## config.mk

```make
export PLATFORM = sky130hd
export DESIGN_NAME = hazard_detection_unit_flat
export DESIGN_NICKNAME = d
export VERILOG_FILES = /design/src/rtl/hazard_detection_unit_if.sv /design/src/rtl/hazard_detection_unit.sv /design/src/flat_wrapper.sv
export SDC_FILE = /design/constraint.sdc
export NUM_CORES = 1
export LEC_CHECK = 0
export ABC_AREA = 1
export CAP_MARGIN = 25
export CORE_MARGIN = 2
export CORE_UTILIZATION = 30
export DETAILED_ROUTE_END_ITERATION = 12
export PLACE_DENSITY = 0.57
export SETUP_SLACK_MARGIN = 0.3
export SKIP_CTS_REPAIR_TIMING = 1
export SYNTH_ARGS = -nofsm -noshare
export SYNTH_HDL_FRONTEND = slang
export SYNTH_SLANG_ARGS = --single-unit
```

## constraint.sdc

```tcl
create_clock -name clk_i -period 1.8 [get_ports clk_i]
set_input_delay 0.18 -clock clk_i [delete_from_list [all_inputs] [get_ports clk_i]]
set_output_delay 0.18 -clock clk_i [all_outputs]
set_load 0.02 [all_outputs]
```

## src/rtl/hazard_detection_unit_if.sv

```systemverilog
// Hazard detection unit bundle: ID-stage instruction info and the EX branch
// outcome flow into the unit; front-end stall/flush controls and the event
// counters flow out of it.
//
//   master : pipeline side (drives ID fields and branch outcome, reads controls)
//   slave  : hazard detection unit (reads ID fields, drives controls/counters)
//
//   id_valid_i        ID stage holds a real instruction
//   id_rs_i/id_rt_i   ID source registers
//   id_use_rs_i/rt_i  ID instruction actually reads rs / rt
//   id_rd_i           ID destination register (already muxed rt/rd)
//   id_regwrite_i     ID instruction writes the register file
//   id_memread_i      ID instruction is a load
//   ex_branch_taken_i branch in EX resolved taken this cycle
//   pc_write_o        PC update enable
//   ifid_write_o      IF/ID write enable
//   ifid_flush_o      zero IF/ID on the next edge
//   idex_flush_o      bubble into ID/EX on the next edge
//   stall_cnt_o       saturating count of load-use stall cycles
//   flush_cnt_o       saturating count of taken-branch flushes
interface hazard_detection_unit_if #(
  parameter int unsigned REG_AW = 5,
  parameter int unsigned CNT_W  = 16
);
  logic              id_valid_i;
  logic [REG_AW-1:0] id_rs_i;
  logic [REG_AW-1:0] id_rt_i;
  logic              id_use_rs_i;
  logic              id_use_rt_i;
  logic [REG_AW-1:0] id_rd_i;
  logic              id_regwrite_i;
  logic              id_memread_i;
  logic              ex_branch_taken_i;
  logic              pc_write_o;
  logic              ifid_write_o;
  logic              ifid_flush_o;
  logic              idex_flush_o;
  logic [CNT_W-1:0]  stall_cnt_o;
  logic [CNT_W-1:0]  flush_cnt_o;

  modport master (
    output id_valid_i, id_rs_i, id_rt_i, id_use_rs_i, id_use_rt_i, id_rd_i,
    output id_regwrite_i, id_memread_i, ex_branch_taken_i,
    input  pc_write_o, ifid_write_o, ifid_flush_o, idex_flush_o,
    input  stall_cnt_o, flush_cnt_o
  );

  modport slave (
    input  id_valid_i, id_rs_i, id_rt_i, id_use_rs_i, id_use_rt_i, id_rd_i,
    input  id_regwrite_i, id_memread_i, ex_branch_taken_i,
    output pc_write_o, ifid_write_o, ifid_flush_o, idex_flush_o,
    output stall_cnt_o, flush_cnt_o
  );
endinterface

```

## src/rtl/hazard_detection_unit.sv

```systemverilog
// ID-stage hazard detection unit for the 5-stage MIPS pipeline.
//
// Keeps a shadow copy of the destination info of the instructions in EX and
// MEM. Stalls the front end for one cycle on a load-use hazard that
// forwarding cannot cover (load in EX feeding the ID instruction), and flushes
// IF/ID and ID/EX when a branch in EX resolves taken. Two saturating counters
// record stall cycles and flush events.
//
// Ports:
//   clk_i  clock, rising edge
//   rst_i  synchronous active-high reset
//   hz     hazard_detection_unit_if.slave (ID info in, controls/counters out)
//
// Hazard controls are combinational from the current ID inputs; shadow state
// and counters update on the next edge.
module hazard_detection_unit #(
  parameter int unsigned REG_AW = 5,
  parameter int unsigned CNT_W  = 16
) (
  input logic                    clk_i,
  input logic                    rst_i,
  hazard_detection_unit_if.slave hz
);

  typedef enum logic {StIdle, StStall} state_e;

  state_e            state_q, state_d;

  // EX shadow
  logic              ex_v_q;
  logic [REG_AW-1:0] ex_rd_q;
  logic              ex_rw_q;
  logic              ex_mr_q;
  // MEM shadow
  logic              mem_v_q;
  logic [REG_AW-1:0] mem_rd_q;
  logic              mem_rw_q;

  logic [CNT_W-1:0]  stall_cnt_q;
  logic [CNT_W-1:0]  flush_cnt_q;

  logic              rs_match;
  logic              rt_match;
  logic              luse;
  logic              stall;
  logic              flush;
  logic              bubble;

  // Load-use: only a load in EX matters. A load one step further (MEM) is
  // covered by forwarding, so the MEM shadow never takes part here.
  always_comb begin
    rs_match = hz.id_use_rs_i && (hz.id_rs_i == ex_rd_q);
    rt_match = hz.id_use_rt_i && (hz.id_rt_i == ex_rd_q);
    luse     = hz.id_valid_i && ex_v_q && ex_mr_q && ex_rw_q && (ex_rd_q != '0) &&
               (rs_match || rt_match);
  end

  // A taken branch discards the ID instruction anyway, so it overrides the
  // stall. Gating on StIdle makes the one-cycle bound explicit: the bubble
  // that follows a stall can never re-trigger it.
  always_comb begin
    flush  = !rst_i && hz.ex_branch_taken_i;
    stall  = !rst_i && luse && !hz.ex_branch_taken_i && (state_q == StIdle);
    bubble = stall || flush;
  end

  always_comb begin
    hz.pc_write_o   = !stall;
    hz.ifid_write_o = !stall;
    hz.ifid_flush_o = flush;
    hz.idex_flush_o = bubble;
    hz.stall_cnt_o  = stall_cnt_q;
    hz.flush_cnt_o  = flush_cnt_q;
  end

  always_comb begin
    state_d = StIdle;
    unique case (state_q)
      StIdle:  state_d = stall ? StStall : StIdle;
      StStall: state_d = StIdle;
      default: state_d = StIdle;
    endcase
  end

  always_ff @(posedge clk_i) begin
    if (rst_i) begin
      state_q     <= StIdle;
      ex_v_q      <= 1'b0;
      ex_rd_q     <= '0;
      ex_rw_q     <= 1'b0;
      ex_mr_q     <= 1'b0;
      mem_v_q     <= 1'b0;
      mem_rd_q    <= '0;
      mem_rw_q    <= 1'b0;
      stall_cnt_q <= '0;
      flush_cnt_q <= '0;
    end else begin
      state_q <= state_d;

      mem_v_q  <= ex_v_q;
      mem_rd_q <= ex_rd_q;
      mem_rw_q <= ex_rw_q;

      // Bubbles are fully zeroed so a stale rd can never alias a real match.
      if (bubble || !hz.id_valid_i) begin
        ex_v_q  <= 1'b0;
        ex_rd_q <= '0;
        ex_rw_q <= 1'b0;
        ex_mr_q <= 1'b0;
      end else begin
        ex_v_q  <= 1'b1;
        ex_rd_q <= hz.id_rd_i;
        ex_rw_q <= hz.id_regwrite_i;
        ex_mr_q <= hz.id_memread_i;
      end

      if (stall && (stall_cnt_q != {CNT_W{1'b1}})) begin
        stall_cnt_q <= stall_cnt_q + CNT_W'(1);
      end
      if (flush && (flush_cnt_q != {CNT_W{1'b1}})) begin
        flush_cnt_q <= flush_cnt_q + CNT_W'(1);
      end
    end
  end

  // Invalid shadow entries must be all-zero.
  always_ff @(posedge clk_i) begin
    if (!rst_i) begin
      assert (ex_v_q || (!ex_rw_q && !ex_mr_q && (ex_rd_q == '0)));
      assert (mem_v_q || (!mem_rw_q && (mem_rd_q == '0)));
    end
  end

endmodule
```

## src/flat_wrapper.sv

```systemverilog
// flat-port wrapper written by rule: the top's interface ports become plain ports
module hazard_detection_unit_flat 
#(
  parameter int unsigned REG_AW = 5,
  parameter int unsigned CNT_W  = 16
)
  (clk_i, rst_i, hz_id_valid_i, hz_id_rs_i, hz_id_rt_i, hz_id_use_rs_i, hz_id_use_rt_i, hz_id_rd_i, hz_id_regwrite_i, hz_id_memread_i, hz_ex_branch_taken_i, hz_pc_write_o, hz_ifid_write_o, hz_ifid_flush_o, hz_idex_flush_o, hz_stall_cnt_o, hz_flush_cnt_o);
  hazard_detection_unit_if #(.REG_AW(REG_AW), .CNT_W(CNT_W)) hz_i ();
  input logic clk_i;
  input logic rst_i;
  input wire logic [$bits(hz_i.id_valid_i)-1:0] hz_id_valid_i;
  input wire logic [$bits(hz_i.id_rs_i)-1:0] hz_id_rs_i;
  input wire logic [$bits(hz_i.id_rt_i)-1:0] hz_id_rt_i;
  input wire logic [$bits(hz_i.id_use_rs_i)-1:0] hz_id_use_rs_i;
  input wire logic [$bits(hz_i.id_use_rt_i)-1:0] hz_id_use_rt_i;
  input wire logic [$bits(hz_i.id_rd_i)-1:0] hz_id_rd_i;
  input wire logic [$bits(hz_i.id_regwrite_i)-1:0] hz_id_regwrite_i;
  input wire logic [$bits(hz_i.id_memread_i)-1:0] hz_id_memread_i;
  input wire logic [$bits(hz_i.ex_branch_taken_i)-1:0] hz_ex_branch_taken_i;
  output wire logic [$bits(hz_i.pc_write_o)-1:0] hz_pc_write_o;
  output wire logic [$bits(hz_i.ifid_write_o)-1:0] hz_ifid_write_o;
  output wire logic [$bits(hz_i.ifid_flush_o)-1:0] hz_ifid_flush_o;
  output wire logic [$bits(hz_i.idex_flush_o)-1:0] hz_idex_flush_o;
  output wire logic [$bits(hz_i.stall_cnt_o)-1:0] hz_stall_cnt_o;
  output wire logic [$bits(hz_i.flush_cnt_o)-1:0] hz_flush_cnt_o;
  assign hz_i.id_valid_i = hz_id_valid_i;
  assign hz_i.id_rs_i = hz_id_rs_i;
  assign hz_i.id_rt_i = hz_id_rt_i;
  assign hz_i.id_use_rs_i = hz_id_use_rs_i;
  assign hz_i.id_use_rt_i = hz_id_use_rt_i;
  assign hz_i.id_rd_i = hz_id_rd_i;
  assign hz_i.id_regwrite_i = hz_id_regwrite_i;
  assign hz_i.id_memread_i = hz_id_memread_i;
  assign hz_i.ex_branch_taken_i = hz_ex_branch_taken_i;
  assign hz_pc_write_o = hz_i.pc_write_o;
  assign hz_ifid_write_o = hz_i.ifid_write_o;
  assign hz_ifid_flush_o = hz_i.ifid_flush_o;
  assign hz_idex_flush_o = hz_i.idex_flush_o;
  assign hz_stall_cnt_o = hz_i.stall_cnt_o;
  assign hz_flush_cnt_o = hz_i.flush_cnt_o;
  hazard_detection_unit #(.REG_AW(REG_AW), .CNT_W(CNT_W)) u_core (.clk_i(clk_i), .rst_i(rst_i), .hz(hz_i));
endmodule
```

Word level (Yosys, flattened, before mapping):

Index checks and enable logic that the tools add are counted.
Widths: inputs -> output; s select.

* RAM bits: 0
* memory bits (read-only): 0
* flip-flop bits (word level): 41
* logic and storage cells: 39
* memories kept: 0
* input port bits: 23
* output and inout port bits: 36
* latch bits: 0

* order comparisons: 0
* divide/modulo/power cells: 0
* equality and inequality tests: 4
* shift-type cells: 0
* reduce and logical (&&, ||, !) cells: 22
* bitwise logic cells: 1
* $add $sub $neg: 2
* mux-type cells: 3
* multipliers: 0

Operators with widths (count)
* $add 16x1->16 const B: 2
* $ne 16x16->1 const B: 2
* $logic_and 1x1->1: 13
* $eq 5x5->1: 2
* $reduce_bool 5->1: 1
* $logic_not 1->1: 4
* $logic_or 1x1->1: 3
* $mux 1: 2
* $pmux 1 s2: 1
* $reduce_or 2->1: 1
* $not 1->1: 1

Depth between registers and ports, before layout:

* depth after elaboration: 11
* mapped depth: 12
* mapped depth without buffers: 12

Least setup slack after synthesis:

Ideal clock, no wire load.

* path type: reg2reg
* from: register u_core.flush_cnt_q[0], in the netlist u_core.hz.flush_cnt_o[0]
* to: register u_core.flush_cnt_q[2], in the netlist u_core.hz.flush_cnt_o[2]
* period minus slack after synthesis: 1.760 ns
* stages on the path, launching flop included: 12
* buffers on the path: 1
* library setup time: 0.132 ns
* required time: 1.668 ns
* path slack: 0.040 ns
* arrival time: 1.627 ns
* path through: dfxtp_1 -> ha_1 -> nand3_2 -> nor2_2 -> nand2_2 -> nor2_2 -> nand2_2 -> nand2_4 -> inv_4 -> buf_8 -> nand2_1 -> a21oi_1

* word-level cells in the longest chain between the ends: 2
* elaborated cells between the ends (all ways): 3
* classes of those cells: add/sub (1); eq/ne (1); reduce/logical (1)

Ends and longest elaborated chain
* start: declaration: RTL line hazard_detection_unit.sv:40 `logic [CNT_W-1:0] flush_cnt_q;`
* start signal: assignment: RTL line hazard_detection_unit.sv:121 `flush_cnt_q <= flush_cnt_q + CNT_W'(1);`
* parallel branches: the longest is 2 deep, another holds $add 16x1->16

Several ways; the timed one is not identified.
A chain may end at the register's enable or synchronous reset.

Final worst setup path:

* from: register u_core.stall_cnt_q[0], in the netlist u_core.hz.stall_cnt_o[0]
* to: register u_core.stall_cnt_q[10], in the netlist u_core.hz.stall_cnt_o[10]

* word-level cells in the longest chain between the ends: 2
* elaborated cells between the ends (all ways): 3
* classes of those cells: add/sub (1); eq/ne (1); reduce/logical (1)

Ends and longest elaborated chain
* start: declaration: RTL line hazard_detection_unit.sv:39 `logic [CNT_W-1:0] stall_cnt_q;`
* start signal: assignment: RTL line hazard_detection_unit.sv:118 `stall_cnt_q <= stall_cnt_q + CNT_W'(1);`
* parallel branches: the longest is 2 deep, another holds $add 16x1->16

Several ways; the timed one is not identified.

==> metrics.txt <==
global-route wire length before repair=9.88 mm; # IOs=59; CP startpoint kind=flip-flop; CP most frequent cell=nand3_4; share of cells above drive strength 1=25.7%; Cell Count, Final, Fillers Out=561; ant diodes=0; tightest hold margin=0.396 ns; peak supply drop=0.000228 V; Final Hold Fails=0; TritonRoute pass-1 iters=4; GPL Wtd Cong=0.803; relative slew slack=79.2%; Avg WL per Cell=11.0 um; TNS Setup=0 ns; worst hold path class=input port to flip-flop; kind of critical path=flip-flop to flip-flop; DR iter-0 viols=35; Pwr Total=1.75 mW; clock-pin transition on the worst setup and hold timing paths=0.08 ns; hpwl dp=4.45 mm; Congestion Overflow GR=0; H-tree depth=2; syn avg cell area=6.34 um2; commonest non-fill, non-tap cell in the layout=nand2_1; PortBufs=58; initial antenna violation count=0; Syn Nets=393; Worst Slack Setup Final=0.199 ns; Tmin final=1.60 ns; Vias/cell=4.39; LEAKAGE=2.07 nW; Post-DRT Antenna Nets=0; CTS max path bufs=2; CP max-delay cell=dfxtp_4; Initial Util=30.5%; worst skew pair latency=0.30 ns; Critical Path RT=1.99 ns; slowest cell delay on critical path=0.37 ns; gr usage total=14.3%; Vias=2460; Slew @ Worst Pin=0.311 ns; Final Skew=0.0115 ns; Final Cycle Share=88.9%; DRC Markers=0; CTS tree=done; fill count=764; maximum clock rate=625 MHz; final setup vio count=0; Post-Synthesis Cells=368; max-slew violation count=0; # nets final=483; vias in the first global route=2283; share of the yosys chip area belonging to registers=35.2%; total CTS buffers=5; core area=7650 um2; CP cell instances=ha_4 -> nand2_4 -> nand3b_4 -> nor2_4 -> nand3_4 -> nand3_4 -> clkbuf_16 -> o21bai_1 -> inv_1 -> nor2_1; Die Ht=92.2 um; Synthesis Warnings=0; area grow syn2layout=58.3%; pre-CTS setup slack=-0.237 ns; most frequent cells in the layout=95 x nand2_1, 60 x inv_1, 56 x nor2_1; status=finished, final reports clean; CTS root buf=clkbuf_8; CP max FO=7; crit end category=flip-flop; # clock sinks=41; Die Area=8500 um2; RSZ-0062 raised after global routing=yes; die width=92.2 um; cell area after synthesis=2330 um2; Max Cap Viol=0; crit path DAT=1.79 ns; synth unique cells=30; Cells after DPL=535; pin count of the biggest net entering global routing=17; row count=32; FF+latch count, synth=41; final wirelength=6.16 mm; PD cells=473 nW/um2
per-stage QoR:
stage	cell area, um2	utilization, %
floorplan	2400	-
global placement	3180	41.6
detailed placement	3180	41.6
CTS	3270	42.8
global route	3690	48.3
finish	3690	48.3
synthesized netlist by cell type, drive strengths merged:
| library cell | n | area, um2 |
|---|---|---|
| nand3b | 1 | 20.0 |
| clkbuf | 2 | 7.51 |
| o21ai | 10 | 50.1 |
| dfxtp | 41 | 821 |
| buf | 4 | 37.5 |
| nand4 | 11 | 68.8 |
| a21oi | 11 | 55.1 |
| nor4 | 2 | 27.5 |
| inv | 65 | 246 |
| o21bai | 5 | 37.5 |
| nor2 | 65 | 262 |
| ha | 2 | 25.0 |
| xnor2 | 3 | 26.3 |
| nand3 | 23 | 140 |
| nor3 | 8 | 45.0 |
| xor2 | 3 | 26.3 |
| nand2 | 112 | 438 |
cells by family after synthesis:
kind of cell | count (synthesis) | share of synthesized area (%)
buffers and inverters | 71 | 12.5
and+or+nand+nor | 222 | 42.9
xor gates and xnor gates | 6 | 2.25
adders and majority gates | 2 | 1.07
DFF | 41 | 35.2
AOI/OAI and AO/OA | 26 | 6.11
path summary, 6_finish.rpt:
path / start / end / slack [ns] / cells after the start
setup / recovery: u_core.hz.stall_cnt_o[0] / u_core.hz.stall_cnt_o[10] / 0.20 / 10
hold / removal: hz_id_rd_i[4] / u_core.ex_rd_q[4] / 0.40 / 3
setup reg to reg: u_core.hz.stall_cnt_o[0] / u_core.hz.stall_cnt_o[10] / 0.20 / 10
hold reg to reg: u_core.hz.flush_cnt_o[0] / u_core.hz.flush_cnt_o[0] / 0.48 / 1
power by group:
group | switching (mW) | internal, mW
registers | 0.00932 | 0.909
clock network | 0.339 | 0.311
logic | 0.0854 | 0.0942
total | 0.434 | 1.31
layer usage:
| layer | vias to the layer above | wire (um) | global-route usage [%] |
|---|---|---|---|
| met5 | - | 0 | 0 |
| met4 | 0 | 67 | 4.10 |
| met3 | 6 | 312 | 3.86 |
| met2 | 41 | 2890 | 24.1 |
| met1 | 1099 | 2880 | 17.8 |
| li1 | 1314 | - | - |
worst max-delay path: cells and delay by family (launching register included):
family | cells | cell delay [ns]
flip-flops | 1 | 0.37
buffers and inverters | 2 | 0.21
AND/OR/NAND/NOR | 6 | 0.70
adder cells (fa/ha/maj) | 1 | 0.15
AO/OA/AOI/OAI | 1 | 0.07
flip-flops by register name, indices dropped and copies added (netlist names):
name	cells
u_core.ex_rd_q	5
u_core.hz.stall_cnt_o	16
u_core.ex_rw_q	1
u_core.hz.flush_cnt_o	16
u_core.ex_mr_q	1
u_core.state_q	1
u_core.ex_v_q	1
cell type report:
cell class,instances,area (um2),area share (%)
Tap cell,102,128,3.45
Inverter,65,254,6.87
Sequential cell,41,860,23.3
Clock buffer,6,82.6,2.24
Clock inverter,2,13.8,0.373
Multi-Input combinational cell,256,1430,38.8
Timing Repair Buffer,89,925,25.0
No activity file was read; power rests on OpenSTA's default activity.
